`src/rtl/irq_controller.sv`:
```
// Interrupt source for the processor IRQ input: captures edges, masks, prioritises and
// follows the handler from vector fetch until the return to user mode.
module irq_controller #(
  parameter int unsigned NUM_SRC    = 8,
  parameter int unsigned ID_W       = 3,
  parameter logic [31:0] IRQ_VECTOR = 32'h80000008,
  parameter int unsigned TIMEOUT    = 255
) (
  input  logic               clk,
  input  logic               RESET_N,
  input  logic [NUM_SRC-1:0] irq_src,
  input  logic               mask_we,
  input  logic [NUM_SRC-1:0] mask_wdata,
  input  logic [31:0]        InstAdd,
  output logic               IRQ,
  output logic [ID_W-1:0]    irq_id,
  output logic               in_service,
  output logic [NUM_SRC-1:0] pending,
  output logic               ack_pulse,
  output logic               err_timeout
);

  typedef enum logic [1:0] {
    ST_IDLE    = 2'd0,
    ST_ASSERT  = 2'd1,
    ST_SERVICE = 2'd2
  } state_t;

  localparam logic [15:0] TIMEOUT_C = 16'(TIMEOUT);

  state_t             state_reg, state_next;
  logic [NUM_SRC-1:0] prev_reg;
  logic [NUM_SRC-1:0] pending_reg, pending_next;
  logic [NUM_SRC-1:0] mask_reg;
  logic [15:0]        cnt_reg, cnt_next;
  logic               irq_reg, irq_next;
  logic [ID_W-1:0]    id_reg, id_next;
  logic               svc_reg, svc_next;
  logic               ack_reg, ack_next;
  logic               err_reg, err_next;

  logic [NUM_SRC-1:0] rise;
  logic [NUM_SRC-1:0] eligible;
  logic [NUM_SRC-1:0] clr;
  logic [ID_W-1:0]    sel_idx;
  logic               ack_now;

  assign eligible = pending_reg & mask_reg;

  // A fresh rise on the source being cleared at ack keeps its pending bit set.
  generate
    for (genvar gi = 0; gi < NUM_SRC; gi++) begin : g_src
      assign rise[gi]         = irq_src[gi] & ~prev_reg[gi];
      assign clr[gi]          = ack_now && (sel_idx == ID_W'(gi));
      assign pending_next[gi] = rise[gi] | (pending_reg[gi] & ~clr[gi]);
    end
  endgenerate

  // Lowest eligible index has the highest priority.
  always_comb begin
    sel_idx = '0;
    for (int i = NUM_SRC - 1; i >= 0; i--) begin
      if (eligible[i]) sel_idx = ID_W'(i);
    end
  end

  always_ff @(posedge clk or negedge RESET_N) begin
    if (!RESET_N) begin
      state_reg   <= ST_IDLE;
      prev_reg    <= '0;
      pending_reg <= '0;
      mask_reg    <= '1;
      cnt_reg     <= '0;
      irq_reg     <= 1'b0;
      id_reg      <= '0;
      svc_reg     <= 1'b0;
      ack_reg     <= 1'b0;
      err_reg     <= 1'b0;
    end else begin
      state_reg   <= state_next;
      prev_reg    <= irq_src;
      pending_reg <= pending_next;
      if (mask_we) mask_reg <= mask_wdata;
      cnt_reg     <= cnt_next;
      irq_reg     <= irq_next;
      id_reg      <= id_next;
      svc_reg     <= svc_next;
      ack_reg     <= ack_next;
      err_reg     <= err_next;
    end
  end

  always_comb begin
    state_next = state_reg;
    cnt_next   = cnt_reg;
    irq_next   = irq_reg;
    id_next    = id_reg;
    svc_next   = svc_reg;
    ack_next   = 1'b0;
    err_next   = err_reg;
    ack_now    = 1'b0;
    case (state_reg)
      ST_IDLE: begin
        // Never raise a request while the processor is already in supervisor mode.
        if ((|eligible) && !InstAdd[31]) begin
          state_next = ST_ASSERT;
          irq_next   = 1'b1;
          cnt_next   = '0;
        end
      end
      ST_ASSERT: begin
        if (~|eligible) begin
          // Request withdrawn by a mask write; a late vector fetch is ignored.
          state_next = ST_IDLE;
          irq_next   = 1'b0;
        end else if (InstAdd == IRQ_VECTOR) begin
          state_next = ST_SERVICE;
          irq_next   = 1'b0;
          id_next    = sel_idx;
          ack_next   = 1'b1;
          svc_next   = 1'b1;
          ack_now    = 1'b1;
        end else if (cnt_reg == TIMEOUT_C) begin
          state_next = ST_IDLE;
          irq_next   = 1'b0;
          err_next   = 1'b1;
        end else begin
          cnt_next = cnt_reg + 16'd1;
        end
      end
      ST_SERVICE: begin
        if (!InstAdd[31]) begin
          state_next = ST_IDLE;
          svc_next   = 1'b0;
        end
      end
      default: begin
        state_next = ST_IDLE;
        irq_next   = 1'b0;
      end
    endcase
  end

  always_comb begin
    IRQ         = irq_reg;
    irq_id      = id_reg;
    in_service  = svc_reg;
    pending     = pending_reg;
    ack_pulse   = ack_reg;
    err_timeout = err_reg;
  end

endmodule

```
`config.mk`:
```
export PLATFORM = sky130hd
export DESIGN_NAME = irq_controller
export DESIGN_NICKNAME = d
export VERILOG_FILES = /design/src/rtl/irq_controller.sv
export SDC_FILE = /design/constraint.sdc
export NUM_CORES = 1
export LEC_CHECK = 0
export ABC_CLOCK_PERIOD_IN_PS = 5700
export CAP_MARGIN = 0
export CORE_MARGIN = 5
export CORE_UTILIZATION = 31
export CTS_CLUSTER_DIAMETER = 40
export DETAILED_ROUTE_END_ITERATION = 10
export SETUP_SLACK_MARGIN = 0.15
export SYNTH_ARGS = -nofsm -noshare
export SYNTH_HDL_FRONTEND = slang
export SYNTH_SLANG_ARGS = --single-unit
```
`constraint.sdc`:
```
create_clock -name clk -period 5.7 [get_ports clk]
set_clock_uncertainty 0.15 [all_clocks]
set_input_delay 1.71 -clock clk [delete_from_list [all_inputs] [get_ports clk]]
set_output_delay 1.71 -clock clk [all_outputs]
set_load 0.01 [all_outputs]
```
==> results of run 1 <==
cell type report:
| type | instances | area [µm²] | share of cell area (%) |
|---|---|---|---|
| flip-flops and latches | 49 | 1240 | 38.2 |
| repair buffers | 66 | 653 | 20.2 |
| clock inverters | 1 | 7.51 | 0.232 |
| inverters | 16 | 60.1 | 1.86 |
| clock buffers | 7 | 86.3 | 2.67 |
| well taps | 102 | 128 | 3.95 |
| multi-input cells | 143 | 1060 | 32.9 |
logic make-up after synthesis:
kind of cell,count (synthesis)
simple gates,78
flops,49
fa+ha+maj,1
compound gates,46
buf+inv,21
mux,18
layout by cell type (no fill, tap or decap), drive strengths merged, types with 2 or more instances in the layout:
master          n
a21o            2
a21oi           9
a22o            7
a22oi           5
and3            2
and4            2
buf             2
clkbuf          7
clkdlybuf4s50  64
dfrtp          41
dfstp           8
inv            16
mux2           10
mux2i           8
nand2          25
nand2b          2
nand3           6
nand3b          2
nand4           6
nor2            2
nor3            6
nor4           10
nor4b           4
o211ai          2
o21ai          10
o22ai           2
o31ai           3
or3             4
or4             3
routing by layer:
| metal | wire [µm] | GRT usage, % |
|---|---|---|
| met2 | 2800 | 20.3 |
| met4 | 78 | 4.15 |
| met5 | 0 | 0 |
| met1 | 2550 | 15.0 |
| met3 | 234 | 3.21 |
power by group:
| group | switching (mW) | internal (mW) |
|---|---|---|
| Combinational | 0.0797 | 0.0832 |
| Sequential | 0.0420 | 0.388 |
| Clock | 0.116 | 0.0988 |
| Total | 0.238 | 0.570 |
stage by stage:
step | setup slack [ns] | cells | hold slack (ns) | power, mW
after detailed placement | 1.64 | 376 | 0.264 | 0.602
after CTS | 1.97 | 384 | 0.276 | 0.823
after global routing | 1.77 | 384 | 0.294 | 0.856
after global placement | 1.67 | 376 | 0.259 | 0.598
final | 1.95 | 384 | 0.267 | 0.807
after floorplan | 2.46 | 213 | 0.250 | 0.526
final timing paths:
check,start,to,slack (ns),cells past startpoint
max in group asynchronous,RESET_N,cnt_reg[10],3.65,2
setup reg to reg,mask_reg[6],cnt_reg[7],3.49,5
min in group asynchronous,RESET_N,prev_reg[7],1.34,2
hold / removal,prev_reg[1],pending[1],0.27,1
hold reg to reg,prev_reg[1],pending[1],0.27,1
setup / recovery,InstAdd[26],cnt_reg[7],1.95,6
==> impl_metrics.csv, run 1 <==
group,metric,value,unit
worst_hold_path,hp-class,"reg -> reg",
routing,avgRoutedWirePerCell,14.8,µm
grt,first_global_vias,1852,
critical_path,slowest_delay,0.66,ns
logic_synthesis,async_flop_share,100,%
cells_and_area,fill_cells,747,
pwr,pwr_density_cell,250,nW/µm²
logic_synthesis,synth_most_common_cell,"dfrtp_1",
floorplanning,start_util,31.5,%
floorplanning,dieArea,9580,µm²
place,placed_area,3140,µm²
logic_synthesis,yosysWarnings,0,
clock_network,cts_resized,0,
routing,viasPerCell,4.88,
grt,globalRouteOverflowTotal,0,
routing,vias,1873,
logic_synthesis,synthFlopType,"dfrtp_1",
timing,final-setup-viol-count,0,
critical_path,cp_slowest_cell,"o21ai_2",
timing,maxSlewViolCount,0,
timing,layout_min_cycle_time,3.75,ns
logic_synthesis,synth.area.mux_share,8.36,%
grt,grt_pass1_wl,9340,µm
critical_path,path_max_fanout,19,
routing,drt-initial-drc-count,55,
clock_network,cts_buffer_depth,2,
cells_and_area,n_antenna_cell,0,
place,io_buffer_count,65,
floorplanning,io_pins,66,
logic_synthesis,synth-simple-area-share,21.8,%
timing,max_freq,0.267,GHz
critical_path,setup.worst_path.start_class,"input pin",
clock_network,cts_buffers,5,
logic_synthesis,syn_nets,265,
job,cap_violations,0,
clock_network,clock-sinks,49,
cells_and_area,design_area,3230,µm²
clock_network,cts-root-buf,"clkbuf_8",
critical_path,worstPathCellList,"clkdlybuf4s50_1 > nor4_1 > nand4_2 > o21ai_2 > or4_1 > mux2i_1",
logic_synthesis,synthXorXnorAreaFrac,0,%
pwr,ir_worst_vdd,99.8,µV
logic_synthesis,synth_top_area_share,42.8,%
logic_synthesis,yosys.area_share.adder,0.522,%
pwr,power.leakage,1.35,nW
clock_network,clk_latency,0.31,ns
cells_and_area,utilization,42.5,%
logic_synthesis,syn_area_per_cell,11.2,µm²
critical_path,critPathKind,"in -> reg",
timing,rsz0062_at_grt,"false",
logic_synthesis,synth-seq-cells,49,
floorplanning,die_width,97.9,µm
floorplanning,num_rows,32,
logic_synthesis,yosysTopAreaCell,"dfrtp_1",
cells_and_area,areaGrowthSynthToFinish,35.1,%
clock_network,cts.hold.buffers_added,0,
timing,fin_crit_sh,65.7,%
logic_synthesis,synth_edf_count,0,
timing,hold_violations,0,
floorplanning,die_h,97.9,µm
place,dp_hpwl,4320,µm
routing,first_pass_iters,4,
timing,tns,0,ns
run_status,status,"finished, final reports clean",
logic_synthesis,synth_top_family_by_area,"simple AND/OR/NAND/NOR gates",
cells_and_area,largest_reg_flops,16,
timing,worst_slew_pin_slew,0.720,ns
cells_and_area,drive_gt1_share,17.0,%
critical_path,worstSetupEndpointType,"flop",
clock_network,cts_tree,"built",
grt,grt_use_total,12.1,%
routing,drcViolationCount,0,
grt,grt_max_degree,50,
logic_synthesis,ys_types,52,
critical_path,cp.arrival,3.83,ns
logic_synthesis,ys_top_cells_by_area,"dfrtp_1, dfstp_2, mux2_2, nand2_1, mux2i_1",
logic_synthesis,netlist_area,2390,µm²
logic_synthesis,ys_seq_area_share,51.6,%
grt,grt_antenna_before_repair,0,
critical_path,cp.required,5.79,ns
cells_and_area,layout.nets,333,
routing,ant_nets,0,
logic_synthesis,synth_common_cells,"dfrtp_1, nand2_1, inv_1",
clock_network,cts_htree_levels,2,
logic_synthesis,syn_inst,213,
floorplanning,coreArea,7610,µm²
critical_path,critical_path.top_delay_family,"simple AND/OR/NAND/NOR gates",
logic_synthesis,synth_compound_area_share,13.7,%
place,routabilityCongestion,0.736,
routing,routed_wl,5670,µm
clock_network,cts_setup_buffers,0,
timing,relSlewSlack,52.0,%
critical_path,cp_num_buf_inv,1,
clock_network,clk_pin_slew,0.09,ns
Note: power is estimated with default switching activity, not from simulation.
==> run 2, diff against run 1 <==
ABC_CLOCK_PERIOD_IN_PS = 3250   (was 5700)
clock period = 3.25 ns   (was 5.7 ns; I/O delays follow)
==> run 2 against run 1 <==
Compared with the run above:
- clock power up 63%
- design area up 0.93%
- global-route usage about the same
- utilization up 0.39 points
- sequential cell count unchanged
- register-to-register slack worse by 2.4 ns
- via count up 0.27%
- non-clock buffer count up 2
- total power up 74%
- wire length down 1.9%
- combinational power up 85%
- critical endpoint is now pending[2]
- largest cell class unchanged
- largest power group unchanged
==> impl_metrics.csv, run 2 (synthesis gave the netlist of run 1 again) <==
group,metric,value,unit
run_status,status,"finished, final reports clean",
cells_and_area,final_common_cell,"clkdlybuf4s50_1",
cells_and_area,drive_gt1_share,17.3,%
critical_path,cp.arrival,2.78,ns
place,io_buffer_count,65,
cells_and_area,design_area,3260,µm²
critical_path,critical_path.top_delay_family,"simple AND/OR/NAND/NOR gates",
pwr,pwr_density_cell,431,nW/µm²
floorplanning,dieArea,9580,µm²
job,cap_violations,0,
timing,maxSlewViolCount,0,
floorplanning,start_util,31.5,%
routing,drt-initial-drc-count,85,
timing,max_freq,0.362,GHz
critical_path,cp.required,3.27,ns
clock_network,cts_resized,0,
grt,grt_pass1_wl,9490,µm
critical_path,slowest_delay,0.40,ns
floorplanning,die_h,97.9,µm
timing,fin_crit_sh,85.0,%
clock_network,cts.hold.buffers_added,0,
floorplanning,io_pins,66,
cells_and_area,areaGrowthSynthToFinish,36.3,%
grt,grt_antenna_before_repair,0,
worst_hold_path,hp-start,"prev_reg[1]",
critical_path,path_max_fanout,5,
clock_network,clk_latency,0.30,ns
timing,relSlewSlack,59.6,%
floorplanning,coreArea,7610,µm²
place,placed_area,3180,µm²
clock_network,cts_htree_levels,2,
clock_network,clock-sinks,49,
floorplanning,die_width,97.9,µm
grt,grt_max_degree,27,
cells_and_area,largest_reg_flops,16,
pwr,power.leakage,1.36,nW
critical_path,cp_num_buf_inv,1,
critical_path,critPathKind,"in -> reg",
timing,layout_min_cycle_time,2.76,ns
timing,worst_slew_pin_slew,0.606,ns
routing,first_pass_iters,4,
timing,rsz0062_at_grt,"false",
routing,viasPerCell,4.87,
critical_path,worstSetupEndpointType,"flop",
floorplanning,num_rows,32,
grt,globalRouteOverflowTotal,0,
clock_network,clk_pin_slew,0.09,ns
critical_path,crit_start,"InstAdd[26]",
place,dp_hpwl,4340,µm
clock_network,cts_buffers,5,
routing,drcViolationCount,0,
clock_network,cts_setup_buffers,0,
routing,avgRoutedWirePerCell,14.4,µm
clock_network,cts-root-buf,"clkbuf_8",
critical_path,worstPathCellList,"clkdlybuf4s50_1 > nor4_1 > nand4_2 > nor3_2 > nor4b_1 > o22ai_1",
routing,vias,1878,
pwr,finalPower,1.41,mW
critical_path,cp_slowest_cell,"clkdlybuf4s50_1",
timing,final-setup-viol-count,0,
cells_and_area,final_cell_mix,"clkdlybuf4s50_1, dfrtp_1, nand2_1, inv_1",
routing,ant_nets,0,
cells_and_area,multiInputGateArea,1060,µm²
critical_path,setup.worst_path.start_class,"input pin",
cells_and_area,n_antenna_cell,0,
cells_and_area,layout.nets,335,
clock_network,cts_tree,"built",
cells_and_area,fill_cells,731,
grt,grt_use_total,12.1,%
grt,first_global_vias,1893,
timing,tns,0,ns
worst_hold_path,hp-class,"reg -> reg",
timing,hold_violations,0,
pwr,ir_worst_vdd,263,µV
critical_path,r2r-start,"mask_reg[2]",
place,routabilityCongestion,0.749,
clock_network,cts_buffer_depth,2,
cells_and_area,ff_latch_area,1240,µm²
routing,routed_wl,5560,µm
-- run 2: where the power goes --
part           internal, mW  switching [mW]
clock network         0.153           0.199
registers             0.680          0.0749
logic                 0.159           0.143
total                 0.992           0.416
-- run 2: area by class of cell --
type                       count  share of cell area [%]
tap                          102                    3.91
clock inverter                 1                   0.230
multi-input combinational    143                    32.6
inverter                      16                    1.84
timing repair buffer          68                    21.2
sequential                    49                    37.9
clock buffer                   7                    2.34
-- run 2: worst paths after layout --
kind	end	slack, ns	cells after the start
worst max-delay path	pending[2]	0.49	6
worst min-delay path	pending[1]	0.26	1
worst max register to register	cnt_reg[7]	1.09	6
worst min register to register	pending[1]	0.26	1
max in group asynchronous	mask_reg[7]	1.82	2
min in group asynchronous	prev_reg[3]	0.53	1
-- run 2: layer usage --
layer  routed length, µm  GRT usage [%]  vias to the layer above
met2                2810           20.2                       28
met1                2420           15.2                      904
met3                 228           3.21                       10
li1                    -              -                      936
met5                   0              0                        -
met4                  99           3.73                        0
-- run 2: per-stage QoR --
step	cells	util [%]	hold WS, ns	worst slack, ns
6_report	386	42.9	0.262	0.487
3_5_place_dp	378	41.8	0.263	0.102
2_1_floorplan	213	-	0.250	0.741
3_3_place_gp	378	41.8	0.253	0.148
5_1_grt	386	42.9	0.286	0.226
4_1_cts	386	42.9	0.276	0.427
